**config.mk**
```make
export PLATFORM = sky130hd
export DESIGN_NAME = spi_slave_port
export DESIGN_NICKNAME = d
export VERILOG_FILES = /design/src/rtl/spi_slave_port.sv
export SDC_FILE = /design/constraint.sdc
export NUM_CORES = 1
export LEC_CHECK = 0
export CAP_MARGIN = 10
export CORE_AREA = 2 2 82 84
export CTS_BUF_LIST = sky130_fd_sc_hd__clkbuf_2 sky130_fd_sc_hd__clkbuf_4 sky130_fd_sc_hd__clkbuf_8
export CTS_CLUSTER_SIZE = 10
export DETAILED_ROUTE_END_ITERATION = 16
export DIE_AREA = 0 0 84 86
export GPL_TIMING_DRIVEN = 0
export PLACE_DENSITY_LB_ADDON = 0.3
export SLEW_MARGIN = 10
export SYNTH_ARGS = -nofsm -noshare
export SYNTH_HDL_FRONTEND = slang
export SYNTH_SLANG_ARGS = --single-unit
export TNS_END_PERCENT = 30
```
**constraint.sdc**
```tcl
create_clock -name clk -period 3.6 [get_ports clk]
set_clock_uncertainty 0.05 [all_clocks]
set_input_delay 0.72 -clock clk [delete_from_list [all_inputs] [get_ports clk]]
set_output_delay 0.72 -clock clk [all_outputs]
set_load 0.01 [all_outputs]
```
**src/rtl/spi_slave_port.sv**
```systemverilog
// spi_slave_port: oversampling SPI slave for the filter-configuration path.
// SCK, CS_n and MOSI are synchronised into clk. Edges are found by comparing the
// last two synchronised samples. One DATA_W-bit word is received per CS frame, and a
// readback word is shifted out on MISO. A frame that ends with the wrong number of
// sample edges raises frame_err instead of rx_valid.
module spi_slave_port #(
  parameter int DATA_W      = 16,
  parameter int SYNC_STAGES = 2,
  parameter int CPOL        = 0,
  parameter int CPHA        = 0,
  parameter int MSB_FIRST   = 1
) (
  input  logic              clk,
  input  logic              rst_n,
  input  logic              spi_clk,
  input  logic              spi_cs_n,
  input  logic              spi_mosi,
  output logic              spi_miso,
  input  logic [DATA_W-1:0] tx_data,
  output logic [DATA_W-1:0] rx_data,
  output logic              rx_valid,
  output logic              frame_err,
  output logic              busy
);

  localparam int CW = $clog2(DATA_W + 2);
  localparam logic [CW-1:0] FULL_CNT = CW'(DATA_W);
  // Past a complete word, the counter sticks at this value so that an overrun cannot wrap back to DATA_W.
  localparam logic [CW-1:0] OVR_CNT  = CW'(DATA_W + 1);

  typedef enum logic {IDLE, ACTIVE} state_t;

  state_t                 state_reg, state_next;
  logic [SYNC_STAGES-1:0] sck_pipe, cs_pipe, mosi_pipe;
  logic                   sck_prev, cs_prev;
  logic                   sck_s, cs_s, mosi_s;
  logic                   sck_rise, sck_fall, lead_edge, trail_edge;
  logic                   sample_edge, shift_edge, cs_fall, cs_rise;
  logic [DATA_W-1:0]      rx_shift, tx_shift;
  logic [CW-1:0]          bit_cnt;
  logic                   first_edge;
  logic                   end_pending;

  // Synchronisers plus one extra sample of SCK/CS_n for edge detection.
  // They reset to 0, so a CS_n that is low when reset is released never looks like a falling edge.
  always_ff @(posedge clk or negedge rst_n) begin
    if (!rst_n) begin
      sck_pipe  <= '0;
      cs_pipe   <= '0;
      mosi_pipe <= '0;
      sck_prev  <= 1'b0;
      cs_prev   <= 1'b0;
    end else begin
      sck_pipe  <= {sck_pipe[SYNC_STAGES-2:0], spi_clk};
      cs_pipe   <= {cs_pipe[SYNC_STAGES-2:0], spi_cs_n};
      mosi_pipe <= {mosi_pipe[SYNC_STAGES-2:0], spi_mosi};
      sck_prev  <= sck_pipe[SYNC_STAGES-1];
      cs_prev   <= cs_pipe[SYNC_STAGES-1];
    end
  end

  // Classify the synchronised SCK edges as sample or shift edges for the selected SPI mode.
  always_comb begin
    sck_s       = sck_pipe[SYNC_STAGES-1];
    cs_s        = cs_pipe[SYNC_STAGES-1];
    mosi_s      = mosi_pipe[SYNC_STAGES-1];
    sck_rise    = sck_s & ~sck_prev;
    sck_fall    = ~sck_s & sck_prev;
    lead_edge   = (CPOL != 0) ? sck_fall : sck_rise;
    trail_edge  = (CPOL != 0) ? sck_rise : sck_fall;
    sample_edge = (CPHA != 0) ? trail_edge : lead_edge;
    shift_edge  = (CPHA != 0) ? lead_edge : trail_edge;
    cs_fall     = ~cs_s & cs_prev;
    cs_rise     = cs_s & ~cs_prev;
  end

  // FSM state register.
  always_ff @(posedge clk or negedge rst_n) begin
    if (!rst_n) state_reg <= IDLE;
    else        state_reg <= state_next;
  end

  // FSM next state: a frame is bracketed by synchronised CS_n edges.
  always_comb begin
    state_next = state_reg;
    case (state_reg)
      IDLE:    if (cs_fall) state_next = ACTIVE;
      ACTIVE:  if (cs_rise) state_next = IDLE;
      default: state_next = IDLE;
    endcase
  end

  // Frame datapath: load at frame start, shift while the frame is active,
  // and report the frame one clk after CS_n rises.
  always_ff @(posedge clk or negedge rst_n) begin
    if (!rst_n) begin
      rx_shift    <= '0;
      tx_shift    <= '0;
      bit_cnt     <= '0;
      first_edge  <= 1'b0;
      end_pending <= 1'b0;
      rx_data     <= '0;
      rx_valid    <= 1'b0;
      frame_err   <= 1'b0;
    end else begin
      rx_valid    <= 1'b0;
      frame_err   <= 1'b0;
      end_pending <= 1'b0;
      if (end_pending) begin
        if (bit_cnt == FULL_CNT) begin
          rx_data  <= rx_shift;
          rx_valid <= 1'b1;
        end else begin
          frame_err <= 1'b1;
        end
      end
      case (state_reg)
        IDLE: begin
          if (cs_fall) begin
            tx_shift   <= tx_data;
            rx_shift   <= '0;
            bit_cnt    <= '0;
            first_edge <= 1'b1;
          end
        end
        ACTIVE: begin
          if (cs_rise) begin
            // A sample edge that arrives in the same clk as the CS_n rise is dropped.
            end_pending <= 1'b1;
          end else begin
            if (sample_edge) begin
              if (MSB_FIRST != 0) rx_shift <= {rx_shift[DATA_W-2:0], mosi_s};
              else                rx_shift <= {mosi_s, rx_shift[DATA_W-1:1]};
              if (bit_cnt != OVR_CNT) bit_cnt <= bit_cnt + 1'b1;
            end
            if (shift_edge) begin
              if ((CPHA != 0) && first_edge) begin
                // With CPHA=1, bit 0 must still be on MISO when the first sample edge arrives.
                first_edge <= 1'b0;
              end else if (MSB_FIRST != 0) begin
                tx_shift <= {tx_shift[DATA_W-2:0], 1'b0};
              end else begin
                tx_shift <= {1'b0, tx_shift[DATA_W-1:1]};
              end
            end
          end
        end
        default: ;
      endcase
    end
  end

  // Drive MISO only inside a frame. Zero fill makes MISO read 0 after DATA_W shifts.
  always_comb begin
    busy     = (state_reg == ACTIVE);
    spi_miso = 1'b0;
    if (state_reg == ACTIVE)
      spi_miso = (MSB_FIRST != 0) ? tx_shift[DATA_W-1] : tx_shift[0];
  end

endmodule

```
# Word-level counts from Yosys, hierarchy flattened
# Index checks and enable logic that the tools add are counted.
# totals
ff_bits,65
inputBits,21
out_inout_bits,20
wordCells,57
# classes
addsub,1
eq_ne,7
muxes,23
n_bitwise,9
reduce_logical,4
# op_table
operator,count
$mux 16,6
$pmux 16 s2,2
$mux 5,4
$pmux 5 s2,1
$mux 1,9
$ne 2x1->1 const B,3
$reduce_and 3->1,2
$add 5x1->5 const B,1
$eq 5x5->1 const B,1
$ne 5x5->1 const B,1
$not 1->1,5
$and 1x1->1,4
$ne 2x2->1 const B,2
$reduce_and 4->1,1
$pmux 1 s2,1
$reduce_and 2->1,1

# Longest topological paths before layout
# Gate-level depths: netlist of the first run.
# logic_depth
ltp_word,5
depth_mapped,6

# Worst setup path before layout of the first run
# Ideal clock, no wire load.
# synth_path
path_type,register to output
start,reg state_reg (netlist: busy)
end,out spi_miso
arrival_time_ns,1.214
slack_ns,1.616
path_stages_with_launch,5
path_buffers,3
cell_sequence,dfrtp_1 -> buf_2 -> buf_2 -> clkbuf_1 -> and2_1
# synth_via
elab_chain_len,1
# synth_rtl
item,line_no,rtl
"start, declared",33,"state_t state_reg, state_next;"
"start signal, assigned",80,else state_reg <= state_next;
$mux 1,157,if (state_reg == ACTIVE)
"end, declared",18,"output logic spi_miso,"
# Every way passes these cells.

# Final worst setup path of the first run
# Ends and elaborated chain as after synthesis.

==> out/results.ini, run 1 <==
[finish]
layout_common_cells=65 x dfrtp_1, 39 x clkdlybuf4s50_1, 36 x nand2_1
final_common_cell=dfrtp_1
nets=310
area_growth_pct=25.1
drive_above_1_share=0.166
diodes=0
finish.utilization=0.549

[global_routing]
grt_pass1_wl_um=8390
grt_pass1_vias=1731
grt_use_total=0.147
grt_remaining_overflow=0
grt_max_degree=64
antenna_found_initial=0

[worst_hold_path]
hp-class=input pin to asynchronous set/reset pin

[pwr]
vdd.ir_drop.worst_v=0.000359
leakage_nw=1.66
switchingPower_mw=0.414
pwr-share-seq=0.526
powerDensity_nw_per_um2=462
intPower_mw=1.18
switching_share=0.260
p_comb_frac=0.140
pwr-share-clk=0.334

[synthesis]
synth_edf_count=0
yosysSeqAreaShare=0.591
synth_top_family_by_area=simple AND/OR/NAND/NOR gates
synth_fa_ha_area_frac=0.0136
synth_fp_nets=258
synth_top_cell_by_area=dfrtp_1
syn_inst=234
synth-compound-area-share=0.0609
synth-xor-area-share=0.00636
syn_area_per_cell_sq_um=11.8
async_reset_ff_frac=1.00
synth_area_leaders=dfrtp_1 59%, mux2i_1 5.5%, mux2_4 4.9%
yosysWarnings=0
yosysUniqueCellTypes=35
synthMuxAreaShare=0.132
synth-seq-cells=65
netlist_area_sq_um=2750
synth-simple-area-share=0.159
synthFlopType=dfrtp_1
synth_top_area_share=0.591

[drt]
wl_per_cell_um=13.1
drtIter0Drc=50
wirelength_um=4800
remaining_drc_errors=0
postRouteAntennaNets=0
via_count=1792
vias_per_cell=4.90
dr.pass1.iters=4

[placed_design]
gp_congestion=0.776
dpl_worst_slack_ns=0.889
portBuffers=40
dpl.hpwl_um=3200

[sta]
timing.final.crit_share=0.855
setup_viol=0
fin_ws_ns=0.521
drv_slew=0
worst_pin_slew_ns=0.446
relSlewSlack=0.702
finalCriticalPeriod_ns=3.08
holdWs_ns=0.121
rsz0062_at_grt=no
max_freq_ghz=0.325
hold_viol_final=0
final.setup.tns_ns=0

[floorplanning]
die_x_um=84
ios=41
core_sq_um=6280
die-height_um=86
fp-row-count=29
die-area_sq_um=7220
start_util=0.439

[clocking]
cts_setup_buffers=0
numCtsBuffers=9
cts_tree=done
cts_max_level=3
clk_pin_slew_ns=0.07
clock_path_buffers=2
clockRootBuffer=clkbuf_8
clock_sinks=65
cts_resized=0
ctsHoldBuffers=0
clk_latency_ns=0.33

[setup_path]
worst_ep_required_time_ns=2.83
path_cells=buf_2 > buf_2 > clkbuf_1 > and2_1 > clkdlybuf4s50_1
cp_max_fo=10
cp_slowest_cell=clkdlybuf4s50_1
start_kind=register
worstSetupEndpointType=output port
cp_slowest_stage_delay_ns=0.54
crit_type=register to output port
cpMostUsedCell=buf_2
worstRegToRegCells=6
cp.arrival_ns=2.31

[outcome]
status=completed

[flow_run]
drv_cap=0

-- cell usage after synthesis (2+ instances only) --
cell	number
nor2_1	19
mux2_2	7
dfrtp_1	65
nand2_1	36
and4_1	2
a211o_1	2
nand3_1	21
a21oi_1	14
o21ai_0	2
mux2_4	9
and2_1	2
clkbuf_1	3
mux2i_1	15
buf_2	4
buf_6	4
ha_1	3
inv_1	5
nor3_1	4
-- power groups by stage --
| stage | clock network (mW) | registers [mW] | logic (mW) |
|---|---|---|---|
| 2_1_floorplan | 0 | 0.841 | 0.147 |
| 3_5_place_dp | 0 | 0.851 | 0.225 |
| 3_3_place_gp | 0 | 0.848 | 0.219 |
| 4_1_cts | 0.555 | 0.837 | 0.227 |
| 5_1_grt | 0.586 | 0.847 | 0.251 |
| 6_report | 0.531 | 0.837 | 0.223 |
-- critical path, delay by kind of cell, from the launching register on --
family                 cells  cell delay, ns
buffers and inverters      4            1.40
DFF                        1            0.36
and+or+nand+nor            1            0.22
-- metrics by stage --
step           cell area, sq um  power, mW  cells
5_1_grt                    3440       1.68    366
6_report                   3440       1.59    366
4_1_cts                    3440       1.62    366
3_5_place_dp               3270       1.08    352
2_1_floorplan              2750      0.988    234
3_3_place_gp               3250       1.07    351
-- final timing paths --
check / from / end / slack, ns
worst max-delay path: busy$_DFF_PN0_ / spi_miso / 0.52
worst min-delay path: rst_n / tx_shift[9]$_DFFE_PN0P_ / 0.12
worst max register to register: busy$_DFF_PN0_ / bit_cnt[2]$_DFFE_PN0P_ / 1.94
worst min register to register: cs_pipe[0]$_DFF_PN0_ / cs_pipe[1]$_DFF_PN0_ / 0.30
max in group asynchronous: rst_n / end_pending$_DFF_PN0_ / 2.89
min in group clk: cs_pipe[0]$_DFF_PN0_ / cs_pipe[1]$_DFF_PN0_ / 0.30
-- layout make-up --
type                       instances  area, sq um
buffer                            12         83.8
clock buffer                      11          151
clock inverter                     3         17.5
fill                             566         2830
inverter                           5         18.8
multi-input combinational        152         1020
sequential                        65         1630
tap                               77         96.3
timing repair buffer              41          425
-- cell families after synthesis --
| logic type | after synthesis |
|---|---|
| flip-flops | 65 |
| adder cells (fa/ha/maj) | 3 |
| buffers and inverters | 17 |
| multiplexers | 31 |
| AND/OR/NAND/NOR | 91 |
| AO/OA/AOI/OAI | 25 |
| XOR/XNOR | 2 |
-- per-layer routing --
layer / wire, um / global-route usage / up-vias
li1: - / - / 906
met1: 2400 / 0.196 / 833
met2: 2070 / 0.223 / 45
met3: 258 / 0.0568 / 8
met4: 67 / 0.0484 / 0
met5: 0 / 0 / -
-- sequential cells by signal (all words and copies together), names as in the netlist --
signal       count
rx_valid         1
end_pending      1
cs_pipe          2
mosi_pipe        2
tx_shift        16
sck_prev         1
frame_err        1
cs_prev          1
bit_cnt          5
rx_data         16
sck_pipe         2
busy             1
rx_shift        16
Power figures use the tool's default switching activity.
==> inputs of run 2 (changes only) <==
Settings changed: CORE_AREA 2 2 82 84 to 2 2 91 93, DIE_AREA 0 0 84 86 to 0 0 93 95.
==> run 2 against run 1 <==
Effect of this change: flip-flop and latch count did not move; die area rose by 22%; combinational power barely moved; first-iteration DRC count is 110% higher; sequential power about the same; design area up 1.3%; count of clock-buffer cells in the layout grew 1; global-route usage decreased by 2.5 points; non-clock buffer count is the same; largest cell class unchanged; highest routed layer unchanged.
==> out/results.ini, run 2 (synthesis results as in run 1) <==
[outcome]
status=completed

[global_routing]
grt_pass1_vias=1748  ; +0.98%
antenna_found_initial=0  ; unchanged
grt_max_degree=66  ; +3.1%
grt_pass1_wl_um=8360  ; -0.42%
grt_remaining_overflow=0  ; unchanged
grt_use_total=0.122  ; -0.0252

[setup_path]
cp_slowest_stage_delay_ns=0.54  ; about the same
cp_slowest_cell=clkdlybuf4s50_1
cp_max_fo=10  ; unchanged
worstSetupEndpointType=output port
start_kind=register
crit_start=busy$_DFF_PN0_
cpMostUsedCell=buf_2
crit_type=register to output port
worstReg2RegStart=cs_pipe[1]$_DFF_PN0_
crit_family=buffers and inverters
worst_ep_required_time_ns=2.83  ; about the same
cp.arrival_ns=2.29  ; -0.02 ns
critical_path_buf_inv_count=4  ; unchanged
path_cells=buf_2 > buf_2 > clkbuf_1 > and2_1 > clkdlybuf4s50_1

[pwr]
powerDensity_nw_per_um2=466  ; +0.90%
vdd.ir_drop.worst_v=0.000248  ; -31%
p_total_mw=1.63  ; +2.3%
leakage_nw=1.67  ; +0.66%

[drt]
dr.pass1.iters=4  ; unchanged
wirelength_um=5010  ; +4.4%
drtIter0Drc=103  ; +110%
wl_per_cell_um=12.7  ; -3.3%
vias_per_cell=4.64  ; -5.3%
postRouteAntennaNets=0  ; unchanged
via_count=1831  ; +2.2%
remaining_drc_errors=0  ; unchanged

[floorplanning]
start_util=0.347  ; -0.0913
ios=41  ; unchanged
die-height_um=95  ; +10%
die-area_sq_um=8840  ; +22%
core_sq_um=7930  ; +26%
die_x_um=93  ; +11%
fp-row-count=33  ; +14%

[clocking]
clock_sinks=65  ; unchanged
cts_tree=done
ctsHoldBuffers=0  ; unchanged
clockRootBuffer=clkbuf_8
clock_path_buffers=2  ; unchanged
clk_latency_ns=0.34  ; about the same
cts_setup_buffers=0  ; unchanged
clk_pin_slew_ns=0.07  ; about the same
cts_max_level=3  ; unchanged
numCtsBuffers=9  ; unchanged
cts_resized=0  ; unchanged

[finish]
fin_cells=395  ; +7.9%
final_common_cell=dfrtp_1
diodes=0  ; unchanged
largestRegisters=rx_data (16), rx_shift (16), tx_shift (16)
nets=310  ; unchanged
layout_common_cells=65 x dfrtp_1, 39 x clkdlybuf4s50_1, 36 x nand2_1
area_growth_pct=26.8
fillers=771  ; +36%
finish.utilization=0.440  ; -0.108
drive_above_1_share=0.169  ; +0.00288

[flow_run]
drv_cap=0  ; unchanged

[sta]
drv_slew=0  ; unchanged
setup_viol=0  ; unchanged
rsz0062_at_grt=no
final.setup.tns_ns=0  ; unchanged
hold_viol_final=0  ; unchanged
max_freq_ghz=0.327  ; +0.73%
worst_pin_slew_ns=0.438  ; -0.00825 ns
finalCriticalPeriod_ns=3.06  ; -0.0223 ns
holdWs_ns=0.298  ; +0.177 ns
timing.final.crit_share=0.849  ; -0.00621
relSlewSlack=0.708  ; +0.00550

[placed_design]
dpl.hpwl_um=3290  ; +2.9%
gp_congestion=0.783  ; +0.98%
portBuffers=40  ; unchanged
dp_cells=380  ; +8.0%

[worst_hold_path]
hp-class=register to register
min-delay-start=cs_pipe[0]$_DFF_PN0_

## run 2: cell types whose count changed in the layout (fill, tap and decap cells not counted), sizes merged
cell      delta
clkbuf       +1
clkinv       +1
clkinvlp     -1
## run 2: final cells by class
cell class,instances,area (sq um),area share
buffer,12,83.8,0.0240
clock buffer,12,165,0.0473
clock inverter,3,15.0,0.00430
inverter,5,18.8,0.00538
multi-input combinational,152,1020,0.293
sequential,65,1630,0.466
tap,105,131,0.0376
timing repair buffer,41,425,0.122
## run 2: power breakdown
part	leakage [nW]	switching [mW]	total [mW]	internal, mW
clock	0.0980	0.269	0.568	0.299
combinational	0.742	0.118	0.223	0.105
sequential	0.834	0.0411	0.837	0.796
total	1.67	0.428	1.63	1.20
## run 2: worst paths after layout
path,to,slack [ns],depth (start not counted)
min in group asynchronous,rx_data[8]$_DFFE_PN0P_,0.32,2
worst max register to register,bit_cnt[1]$_DFFE_PN0P_,1.96,5
max in group asynchronous,tx_shift[14]$_DFFE_PN0P_,2.91,2
worst min register to register,cs_pipe[1]$_DFF_PN0_,0.30,0
worst max-delay path,spi_miso,0.54,5
worst min-delay path,cs_pipe[1]$_DFF_PN0_,0.30,0
## run 2: per-stage QoR
step,instance area (sq um),worst slack (ns)
floorplan,2750,1.62
global placement,3280,-0.394
detailed placement,3310,0.912
CTS,3490,0.504
global route,3490,0.377
finish,3490,0.544
## run 2: metal layers
metal | vias to the layer above | global-route usage | share of wire | wire [um]
met3 | 10 | 0.0415 | 0.057 | 285
met1 | 875 | 0.161 | 0.47 | 2370
met2 | 48 | 0.185 | 0.45 | 2280
met5 | - | 0 | 0 | 0
li1 | 898 | - | - | -
met4 | 0 | 0.0490 | 0.014 | 72
